$ cat src/rtl/imem_loader_if.sv
//==============================================================================
// Module      : imem_loader_if
// Description : Byte-stream receive handshake plus instruction-memory write port
//               used by the instruction-memory loader.
// Revision    : 1.0 - initial release
//==============================================================================
`default_nettype none

interface imem_loader_if #(
  parameter int ADDR_W = 8
);
  logic [7:0]        rx_data;
  logic              rx_valid;
  logic              rx_ready;
  logic              imem_we;
  logic [ADDR_W-1:0] imem_addr;
  logic [31:0]       imem_wdata;

  // Loader side: consumes the byte stream, drives the memory write port
  modport master (
    input  rx_data, rx_valid,
    output rx_ready, imem_we, imem_addr, imem_wdata
  );

  // Environment side: byte source and memory
  modport slave (
    output rx_data, rx_valid,
    input  rx_ready, imem_we, imem_addr, imem_wdata
  );
endinterface

`default_nettype wire

$ cat src/rtl/imem_loader.sv
//==============================================================================
// Module      : imem_loader
// Description : Fills instruction memory from a framed byte stream
//               (LEN_LO, LEN_HI, N little-endian words, XOR checksum) while
//               holding the core in reset; releases the core on a good load.
// Revision    : 1.0 - initial release
//==============================================================================
`default_nettype none

module imem_loader #(
  parameter int ADDR_W = 8,
  parameter int DEPTH  = 256
) (
  input  logic          clk,
  input  logic          reset,
  input  logic          start,
  imem_loader_if.master bus,
  output logic          core_reset,
  output logic          done,
  output logic          error
);

  typedef enum logic [2:0] {
    S_IDLE   = 3'd0,
    S_LEN_LO = 3'd1,
    S_LEN_HI = 3'd2,
    S_DATA   = 3'd3,
    S_WRITE  = 3'd4,
    S_CSUM   = 3'd5,
    S_DONE   = 3'd6,
    S_ERR    = 3'd7
  } state_t;

  localparam logic [15:0] DEPTH_W = 16'(DEPTH);

  state_t            state_q, state_d;
  logic [15:0]       len_q, len_d;
  logic [15:0]       word_cnt_q, word_cnt_d;   // wide enough that len==DEPTH never wraps
  logic [1:0]        byte_cnt_q, byte_cnt_d;
  logic [7:0]        csum_q, csum_d;
  logic [31:0]       word_q, word_d;
  logic              rx_ready_q, rx_ready_d;
  logic              imem_we_q, imem_we_d;
  logic [ADDR_W-1:0] imem_addr_q, imem_addr_d;
  logic [31:0]       imem_wdata_q, imem_wdata_d;
  logic              core_reset_q, core_reset_d;
  logic              done_q, done_d;
  logic              error_q, error_d;

  logic              xfer;
  logic [15:0]       len_full;

  assign xfer     = bus.rx_valid & rx_ready_q;
  assign len_full = {bus.rx_data, len_q[7:0]};

  // Next-state and next-output computation; outputs are derived from the next state so they are registered
  always_comb begin
    state_d      = state_q;
    len_d        = len_q;
    word_cnt_d   = word_cnt_q;
    byte_cnt_d   = byte_cnt_q;
    csum_d       = csum_q;
    word_d       = word_q;
    imem_we_d    = 1'b0;
    imem_addr_d  = imem_addr_q;
    imem_wdata_d = imem_wdata_q;

    case (state_q)
      S_IDLE, S_DONE, S_ERR: begin
        if (start) begin
          state_d    = S_LEN_LO;
          len_d      = '0;
          word_cnt_d = '0;
          byte_cnt_d = '0;
          csum_d     = '0;
          word_d     = '0;
        end
      end
      S_LEN_LO: begin
        if (xfer) begin
          len_d[7:0] = bus.rx_data;
          state_d    = S_LEN_HI;
        end
      end
      S_LEN_HI: begin
        if (xfer) begin
          len_d = len_full;
          if (len_full > DEPTH_W)     state_d = S_ERR;
          else if (len_full == 16'd0) state_d = S_CSUM;
          else                        state_d = S_DATA;
        end
      end
      S_DATA: begin
        if (xfer) begin
          case (byte_cnt_q)
            2'd0:    word_d[7:0]   = bus.rx_data;
            2'd1:    word_d[15:8]  = bus.rx_data;
            2'd2:    word_d[23:16] = bus.rx_data;
            default: word_d[31:24] = bus.rx_data;
          endcase
          csum_d     = csum_q ^ bus.rx_data;
          byte_cnt_d = byte_cnt_q + 2'd1;
          if (byte_cnt_q == 2'd3) begin
            // Write port is loaded here so the pulse lands in the WRITE cycle
            state_d      = S_WRITE;
            imem_we_d    = 1'b1;
            imem_addr_d  = word_cnt_q[ADDR_W-1:0];
            imem_wdata_d = word_d;
          end
        end
      end
      S_WRITE: begin
        word_cnt_d = word_cnt_q + 16'd1;
        state_d    = ((word_cnt_q + 16'd1) == len_q) ? S_CSUM : S_DATA;
      end
      S_CSUM: begin
        if (xfer) state_d = (bus.rx_data == csum_q) ? S_DONE : S_ERR;
      end
      default: state_d = S_IDLE;
    endcase

    rx_ready_d   = (state_d == S_LEN_LO) || (state_d == S_LEN_HI) ||
                   (state_d == S_DATA)   || (state_d == S_CSUM);
    done_d       = (state_d == S_DONE);
    error_d      = (state_d == S_ERR);
    core_reset_d = (state_d != S_DONE);
  end

  // State and output registers; reset aborts any load in progress
  always_ff @(posedge clk or posedge reset) begin
    if (reset) begin
      state_q      <= S_IDLE;
      len_q        <= '0;
      word_cnt_q   <= '0;
      byte_cnt_q   <= '0;
      csum_q       <= '0;
      word_q       <= '0;
      rx_ready_q   <= 1'b0;
      imem_we_q    <= 1'b0;
      imem_addr_q  <= '0;
      imem_wdata_q <= '0;
      core_reset_q <= 1'b1;
      done_q       <= 1'b0;
      error_q      <= 1'b0;
    end else begin
      state_q      <= state_d;
      len_q        <= len_d;
      word_cnt_q   <= word_cnt_d;
      byte_cnt_q   <= byte_cnt_d;
      csum_q       <= csum_d;
      word_q       <= word_d;
      rx_ready_q   <= rx_ready_d;
      imem_we_q    <= imem_we_d;
      imem_addr_q  <= imem_addr_d;
      imem_wdata_q <= imem_wdata_d;
      core_reset_q <= core_reset_d;
      done_q       <= done_d;
      error_q      <= error_d;
    end
  end

  assign bus.rx_ready   = rx_ready_q;
  assign bus.imem_we    = imem_we_q;
  assign bus.imem_addr  = imem_addr_q;
  assign bus.imem_wdata = imem_wdata_q;
  assign core_reset     = core_reset_q;
  assign done           = done_q;
  assign error          = error_q;

endmodule

`default_nettype wire

$ cat src/flat_wrapper.sv
// flat-port wrapper written by rule: the top's interface ports become plain ports
module imem_loader_flat 
#(
  parameter int ADDR_W = 8,
  parameter int DEPTH  = 256
)
  (clk, reset, start, core_reset, done, error, bus_rx_data, bus_rx_valid, bus_rx_ready, bus_imem_we, bus_imem_addr, bus_imem_wdata);
  imem_loader_if #(.ADDR_W(ADDR_W)) bus_i ();
  input  logic clk;
  input  logic reset;
  input  logic start;
  output logic core_reset;
  output logic done;
  output logic error;
  input wire logic [$bits(bus_i.rx_data)-1:0] bus_rx_data;
  input wire logic [$bits(bus_i.rx_valid)-1:0] bus_rx_valid;
  output wire logic [$bits(bus_i.rx_ready)-1:0] bus_rx_ready;
  output wire logic [$bits(bus_i.imem_we)-1:0] bus_imem_we;
  output wire logic [$bits(bus_i.imem_addr)-1:0] bus_imem_addr;
  output wire logic [$bits(bus_i.imem_wdata)-1:0] bus_imem_wdata;
  assign bus_i.rx_data = bus_rx_data;
  assign bus_i.rx_valid = bus_rx_valid;
  assign bus_rx_ready = bus_i.rx_ready;
  assign bus_imem_we = bus_i.imem_we;
  assign bus_imem_addr = bus_i.imem_addr;
  assign bus_imem_wdata = bus_i.imem_wdata;
  imem_loader #(.ADDR_W(ADDR_W), .DEPTH(DEPTH)) u_core (.clk(clk), .reset(reset), .start(start), .bus(bus_i), .core_reset(core_reset), .done(done), .error(error));
endmodule
$ cat config.mk
export PLATFORM = sky130hd
export DESIGN_NAME = imem_loader_flat
export DESIGN_NICKNAME = d
export VERILOG_FILES = /design/src/rtl/imem_loader_if.sv /design/src/rtl/imem_loader.sv /design/src/flat_wrapper.sv
export SDC_FILE = /design/constraint.sdc
export NUM_CORES = 1
export LEC_CHECK = 0
export ABC_AREA = 1
export BUFFER_PORTS_ARGS = -buffer_cell sky130_fd_sc_hd__buf_2
export CAP_MARGIN = 40
export CORE_ASPECT_RATIO = 0.7
export CORE_MARGIN = 1
export CORE_UTILIZATION = 59
export DETAILED_ROUTE_END_ITERATION = 8
export GPL_ROUTABILITY_DRIVEN = 0
export PLACE_DENSITY = 0.8
export SYNTH_ARGS = -nofsm -noshare
export SYNTH_HDL_FRONTEND = slang
export SYNTH_SLANG_ARGS = --single-unit
$ cat constraint.sdc
create_clock -name clk -period 4.3 [get_ports clk]
set_clock_uncertainty 0.05 [all_clocks]
set_input_delay 0.215 -clock clk [delete_from_list [all_inputs] [get_ports clk]]
set_output_delay 0.215 -clock clk [all_outputs]
set_load 0.005 [all_outputs]
==> flow_metrics.env, run 1 <==
export IMPL_drive_above_1_share_pct=16.94
export IMPL_area_growth_pct=17.87
export IMPL_final_area_mm2=0.006520
export IMPL_cts_sinks=114
export IMPL_comb_power_share_pct=30.3
export IMPL_fp_dieW_um=117.7
export IMPL_min_from="bus_rx_data[0]"
export IMPL_synth_area_leaders="dfrtp_1, nand2_1, o21ai_0, inv_1, o22ai_1"
export IMPL_rsz0062_at_grt="no"
export IMPL_fin_crit_ns=2.629
export IMPL_ant_nets=0
export IMPL_synth_ff_type="dfrtp_1"
export IMPL_htreeDepth=4
export IMPL_routed_wirelength_um=14050
export IMPL_end_kind="flip-flop"
export IMPL_row_count=29
export IMPL_r2r_cells=12
export IMPL_setup_viol=0
export IMPL_share_seq_of_total_power_pct=36.1
export IMPL_synth_warnings=0
export IMPL_clk_insertion_delay_late_ns=0.42
export IMPL_yosysTopAreaCellShare_pct=51.12
export IMPL_slowest_delay_ns=0.52
export IMPL_clockPowerShare_pct=33.6
export IMPL_grt_pass1_vias=4579
export IMPL_netlist_instances=669
export IMPL_ys_types=33
export IMPL_cts_buffers=17
export IMPL_root_buffer="clkbuf_16"
export IMPL_dp_hpwl_um=9216
export IMPL_path_cells="inv_2 > nand3_1 > nor2_2 > inv_2 > nor2_2 > inv_2 > buf_4 > nand2_1 > a21oi_1 > nand3_2 > nand2_2 > nor2_1"
export IMPL_crit_arrival_ns=2.86
export IMPL_synth_seq_area_share_pct=51.59
export IMPL_grt_overflow=0
export IMPL_fmax_mhz=380.3
export IMPL_finalCritPeriodShare_pct=61.15
export IMPL_r2r_slack_ns=1.67
export IMPL_port_buffers=56
export IMPL_crit_required_ns=4.54
export IMPL_io_pins=57
export IMPL_min_to="u_core.bus.imem_wdata[24]"
export IMPL_start_util_pct=60.98
export IMPL_relSlewSlack_pct=57.65
export IMPL_synth_top_area_cell="dfrtp_1"
export IMPL_nets=742
export IMPL_finalPower_mw=4.202
export IMPL_drc=0
export IMPL_netSwitchingFraction_pct=35.73
export IMPL_tightest_slew_ns=0.6352
export IMPL_utilization_pct=71.88
export IMPL_crit_type="reg2reg"
export IMPL_synth_most_common_cell="nand2_1"
export IMPL_drv_cap=0
export IMPL_grt_max_degree=80
export IMPL_tns_ns=0
export IMPL_synth_avg_cell_area_um2=8.268
export IMPL_switchingPower_mw=1.501
export IMPL_wl_per_cell_um=16.30
export IMPL_antenna_found_initial=0
export IMPL_min_path_type="in2reg"
export IMPL_vias=4925
export IMPL_crit_fanout=79
export IMPL_fin_ws_ns=1.671
export IMPL_synth_edff_count=0
export IMPL_reg2reg_from="u_core.state_q[2]"
export IMPL_slowest_stage="buf_4"
export IMPL_place_ws_ns=1.748
export IMPL_cp_common_cell="inv_2"
export IMPL_slew_viol_final=0
export IMPL_reg2reg_to="u_core.done"
export IMPL_die_y_um=83.01
export IMPL_p_per_area_mw_per_mm2=644.5
export IMPL_synth_common_cells="nand2_1, dfrtp_1, inv_1, o21ai_0, nand3_1"
export IMPL_viasPerCell=5.713
export IMPL_diodes=0
export IMPL_cp_start_kind="flip-flop"
export IMPL_cts_resized=0
export IMPL_netlist_area_mm2=0.005532
export IMPL_status="complete, no violations"
export IMPL_synth_nets=686
export IMPL_holdPathStages=3
export IMPL_core_area_mm2=0.009071
export IMPL_crit_path_start="u_core.state_q[2]"
export IMPL_die_area_mm2=0.009773
export IMPL_p_int_mw=2.701
export IMPL_async_reset_ff_share_pct=100.0
export IMPL_placed_area_mm2=0.005917
export IMPL_grt_pass1_wl_um=22590
export IMPL_power_leakage_nw=3.183
export IMPL_ir_worst_vdd_mv=0.5233
export IMPL_cts_tree="done"
export IMPL_synth_seq_cells=114
export IMPL_dr_pass1_iters=5
export IMPL_clock_tree_buffer_depth=2
export IMPL_grt_use_total_pct=30.28
export IMPL_path_clk_slew_ns=0.05
export IMPL_drt_iter0_markers=417
export IMPL_hold_viol_final=0
critical path: cells and delay by family (launching register included):
kind | cells | cell delay (ns)
flops | 1 | 0.42
simple gates | 7 | 0.71
compound gates | 1 | 0.21
buf+inv | 4 | 1.08
cells in the final DEF (no fill, tap or decap), types with 4 or more instances in the layout:
cell type and instances:
nor2_2 10, nand2_2 7, inv_2 7, xor2_1 6
a22o_1 5, o21ai_0 85, o22ai_1 41, inv_1 97
xnor2_1 4, clkbuf_16 17, dfrtp_1 113, nand2_1 157
nand4_1 15, nand3_1 44, nor2_1 21, ha_1 5
clkbuf_8 4, buf_2 56
worst max-delay path by stage:
stage | end | slack [ns] | cells after the start
4_1_cts | u_core.done | 1.71 | 12
3_3_place_gp | u_core.done | 1.86 | 12
5_1_grt | u_core.done | 1.45 | 12
6_report | u_core.done | 1.67 | 12
2_1_floorplan | u_core.bus.imem_addr[0] | 1.02 | 1
3_5_place_dp | u_core.done | 1.75 | 12
kinds of logic (layout without fill, tap and decap cells):
kind of cell	after synthesis	after routing	share of synthesized area, %
XOR/XNOR	10	10	1.583
AO/OA/AOI/OAI	140	140	14.48
AND/OR/NAND/NOR	268	268	22.03
flip-flops	114	114	51.59
adder cells (fa/ha/maj)	5	5	1.131
buffers and inverters	132	201	9.183
power by group through the flow:
| stage | Combinational, mW | Sequential, mW | Clock (mW) |
|---|---|---|---|
| 5_1_grt | 1.42 | 1.54 | 1.46 |
| 2_1_floorplan | 0.904 | 1.50 | 0 |
| 6_report | 1.27 | 1.52 | 1.41 |
| 4_1_cts | 1.25 | 1.51 | 1.42 |
| 3_3_place_gp | 1.17 | 1.51 | 0 |
| 3_5_place_dp | 1.23 | 1.52 | 0 |
flip-flops by register name (all words and copies together) (netlist names):
| signal | flops |
|---|---|
| u_core.bus.rx_ready | 1 |
| u_core.core_reset | 1 |
| u_core.csum_q | 8 |
| u_core.error | 1 |
| u_core.len_q | 16 |
| u_core.bus.imem_addr | 8 |
| u_core.bus.imem_wdata | 32 |
| u_core.state_q | 3 |
| u_core.word_q | 24 |
| u_core.done | 1 |
| u_core.byte_cnt_q | 2 |
| u_core.bus.imem_we | 1 |
| u_core.word_cnt_q | 16 |
final cells by class:
class | count | area [µm²]
clock buffers | 24 | 491.7
clock inverters | 8 | 101.3
fillers | 675 | 2551
inverters | 108 | 407.9
multi-input cells | 423 | 2170
flip-flops and latches | 114 | 2854
well taps | 124 | 155.1
repair buffers | 61 | 340.3
what timing repair did:
item	in CTS	in global routing
hold endpoints to repair	22	0
hold buffers	1	0
buffers inserted	0	0
layer usage:
layer  up-vias  share of wire [%]  track usage [%]
li1       2300                  -                -
met2       232                 46            45.56
met1      2370                 43            41.45
met4         0                1.4            9.441
met3        23                9.3            10.44
met5         -                  0                0
through the flow:
step / hold slack (ns) / std cells
detailed placement: 0.1440 / 829
global route: 0.1331 / 862
finish: 0.1166 / 862
global placement: 0.4068 / 828
CTS: 0.1090 / 862
floorplan: 0.3119 / 669
Note: power is estimated with default switching activity, not from simulation.
==> run 2: changes to the inputs <==
Clock period 4.3 ns to 2.45 ns, I/O delays scaled along.
==> flow_metrics.env, run 2 (same netlist as run 1, synthesis figures left out) <==
export IMPL_status="complete, no violations"
export IMPL_final_cells=868
export IMPL_placed_area_mm2=0.005948
export IMPL_nets=749
export IMPL_fin_crit_ns=2.260
export IMPL_core_area_mm2=0.009071
export IMPL_grt_max_degree=41
export IMPL_crit_type="reg2reg"
export IMPL_finalCritPeriodShare_pct=92.23
export IMPL_area_growth_pct=19.20
export IMPL_wl_per_cell_um=16.50
export IMPL_hold_viol_final=0
export IMPL_end_kind="flip-flop"
export IMPL_tightest_slew_ns=0.6510
export IMPL_die_area_mm2=0.009773
export IMPL_p_per_area_mw_per_mm2=1140
export IMPL_diodes=0
export IMPL_die_y_um=83.01
export IMPL_crit_required_ns=2.68
export IMPL_grt_use_total_pct=30.64
export IMPL_vias=4992
export IMPL_viasPerCell=5.751
export IMPL_tns_ns=0
export IMPL_dp_cells=834
export IMPL_port_buffers=56
export IMPL_holdPathStages=3
export IMPL_cts_buffers=17
export IMPL_dr_pass1_iters=8
export IMPL_setup_viol=0
export IMPL_slew_viol_final=0
export IMPL_routed_wirelength_um=14320
export IMPL_finalPower_mw=7.517
export IMPL_cts_tree="done"
export IMPL_ant_nets=0
export IMPL_clock_tree_buffer_depth=2
export IMPL_grt_pass1_vias=4757
export IMPL_layout_common_cells="nand2_1, dfrtp_1, inv_1, o21ai_0, buf_2"
export IMPL_io_pins=57
export IMPL_dp_hpwl_um=9360
export IMPL_grt_pass1_wl_um=23150
export IMPL_rsz0062_at_grt="no"
export IMPL_ir_worst_vdd_mv=0.7302
export IMPL_fp_dieW_um=117.7
export IMPL_htreeDepth=4
export IMPL_final_area_mm2=0.006594
export IMPL_row_count=29
export IMPL_power_leakage_nw=3.230
export IMPL_root_buffer="clkbuf_16"
export IMPL_crit_fanout=4
export IMPL_fmax_mhz=442.6
export IMPL_cp_start_kind="flip-flop"
export IMPL_drc=0
export IMPL_drive_above_1_share_pct=18.28
export IMPL_antenna_found_initial=0
export IMPL_utilization_pct=72.69
export IMPL_drv_cap=0
export IMPL_cts_sinks=114
export IMPL_crit_arrival_ns=2.49
export IMPL_start_util_pct=60.98
export IMPL_largest_reg_flops=32
export IMPL_relSlewSlack_pct=56.60
export IMPL_min_path_type="in2reg"
export IMPL_path_clk_slew_ns=0.06
export IMPL_layout_commonest_cell="nand2_1"
export IMPL_grt_overflow=0
export IMPL_drt_iter0_markers=526
export IMPL_clk_insertion_delay_late_ns=0.42
export IMPL_r2r_cells=14
==> run 2: cell types whose count changed in the layout (fill, tap and decap cells not counted), sizes merged <==
| cell | delta |
|---|---|
| buf | +7 |
| bufinv | +1 |
| clkbuf | -3 |
| clkinv | +3 |
| clkinvlp | -1 |
| inv | -1 |
==> run 2: report_power, final <==
group	switching [mW]	internal [mW]	leakage [nW]	total, mW
sequential	0.264	2.39	1.55	2.65
clock	0.844	1.69	0.304	2.53
combinational	1.53	0.796	1.37	2.33
==> run 2: worst max-delay path, stage by stage, from the launching register on <==
cell and delay [ns]:
dfrtp_2 0.41, ha_2 0.21, or2_1 0.23, nand2_1 0.09, nand2_1 0.06, a21oi_1 0.18, nand2_1 0.11, nor2_2 0.15
nand2_1 0.10, nor2_4 0.14, nand2_1 0.06, nand2_1 0.09, nand3_2 0.11, nand2_2 0.09, nor2_1 0.04
==> run 2: routing by layer <==
metal / track usage, % / vias up / wire, µm
met5: 0 / - / 0
met4: 12.82 / 0 / 361
li1: - / 2307 / -
met1: 42.33 / 2399 / 6123
met2: 47.06 / 240 / 6591
met3: 6.731 / 46 / 1248
==> run 2: path summary, 6_finish.rpt <==
kind	startpoint	to	slack, ns
worst max-delay path	u_core.word_cnt_q[0]	u_core.done	0.19
worst min-delay path	bus_rx_data[0]	u_core.bus.imem_wdata[24]	0.02
worst max register to register	u_core.word_cnt_q[0]	u_core.done	0.19
worst min register to register	u_core.bus.imem_wdata[17]	u_core.bus.imem_wdata[17]	0.43
max in group asynchronous	reset	u_core.word_cnt_q[0]	1.23
min in group asynchronous	reset	u_core.bus.imem_wdata[7]	0.27
==> run 2: what timing repair did <==
item                                    CTS  global route
gates resized for setup                   0             3
endpoints found under the hold margin    24             0
endpoints found under the setup margin    0             3
hold buffers                              1             0
setup buffers                             0             2
==> run 2: layout make-up <==
class	count	area, µm²
Timing Repair Buffer	68	385.4
Clock buffer	21	480.5
Multi-Input combinational cell	423	2177
Tap cell	124	155.1
Sequential cell	114	2855
Clock inverter	10	131.4
Inverter	108	409.1
Fill cell	661	2477
==> run 2: through the flow <==
stage	hold WS, ns	setup slack [ns]
after floorplan	0.2194	0.5613
after global placement	0.1476	0.3432
after detailed placement	0.1538	0.2786
after CTS	0.01733	0.1476
after global routing	0.02253	0.001412
final	0.01791	0.1905
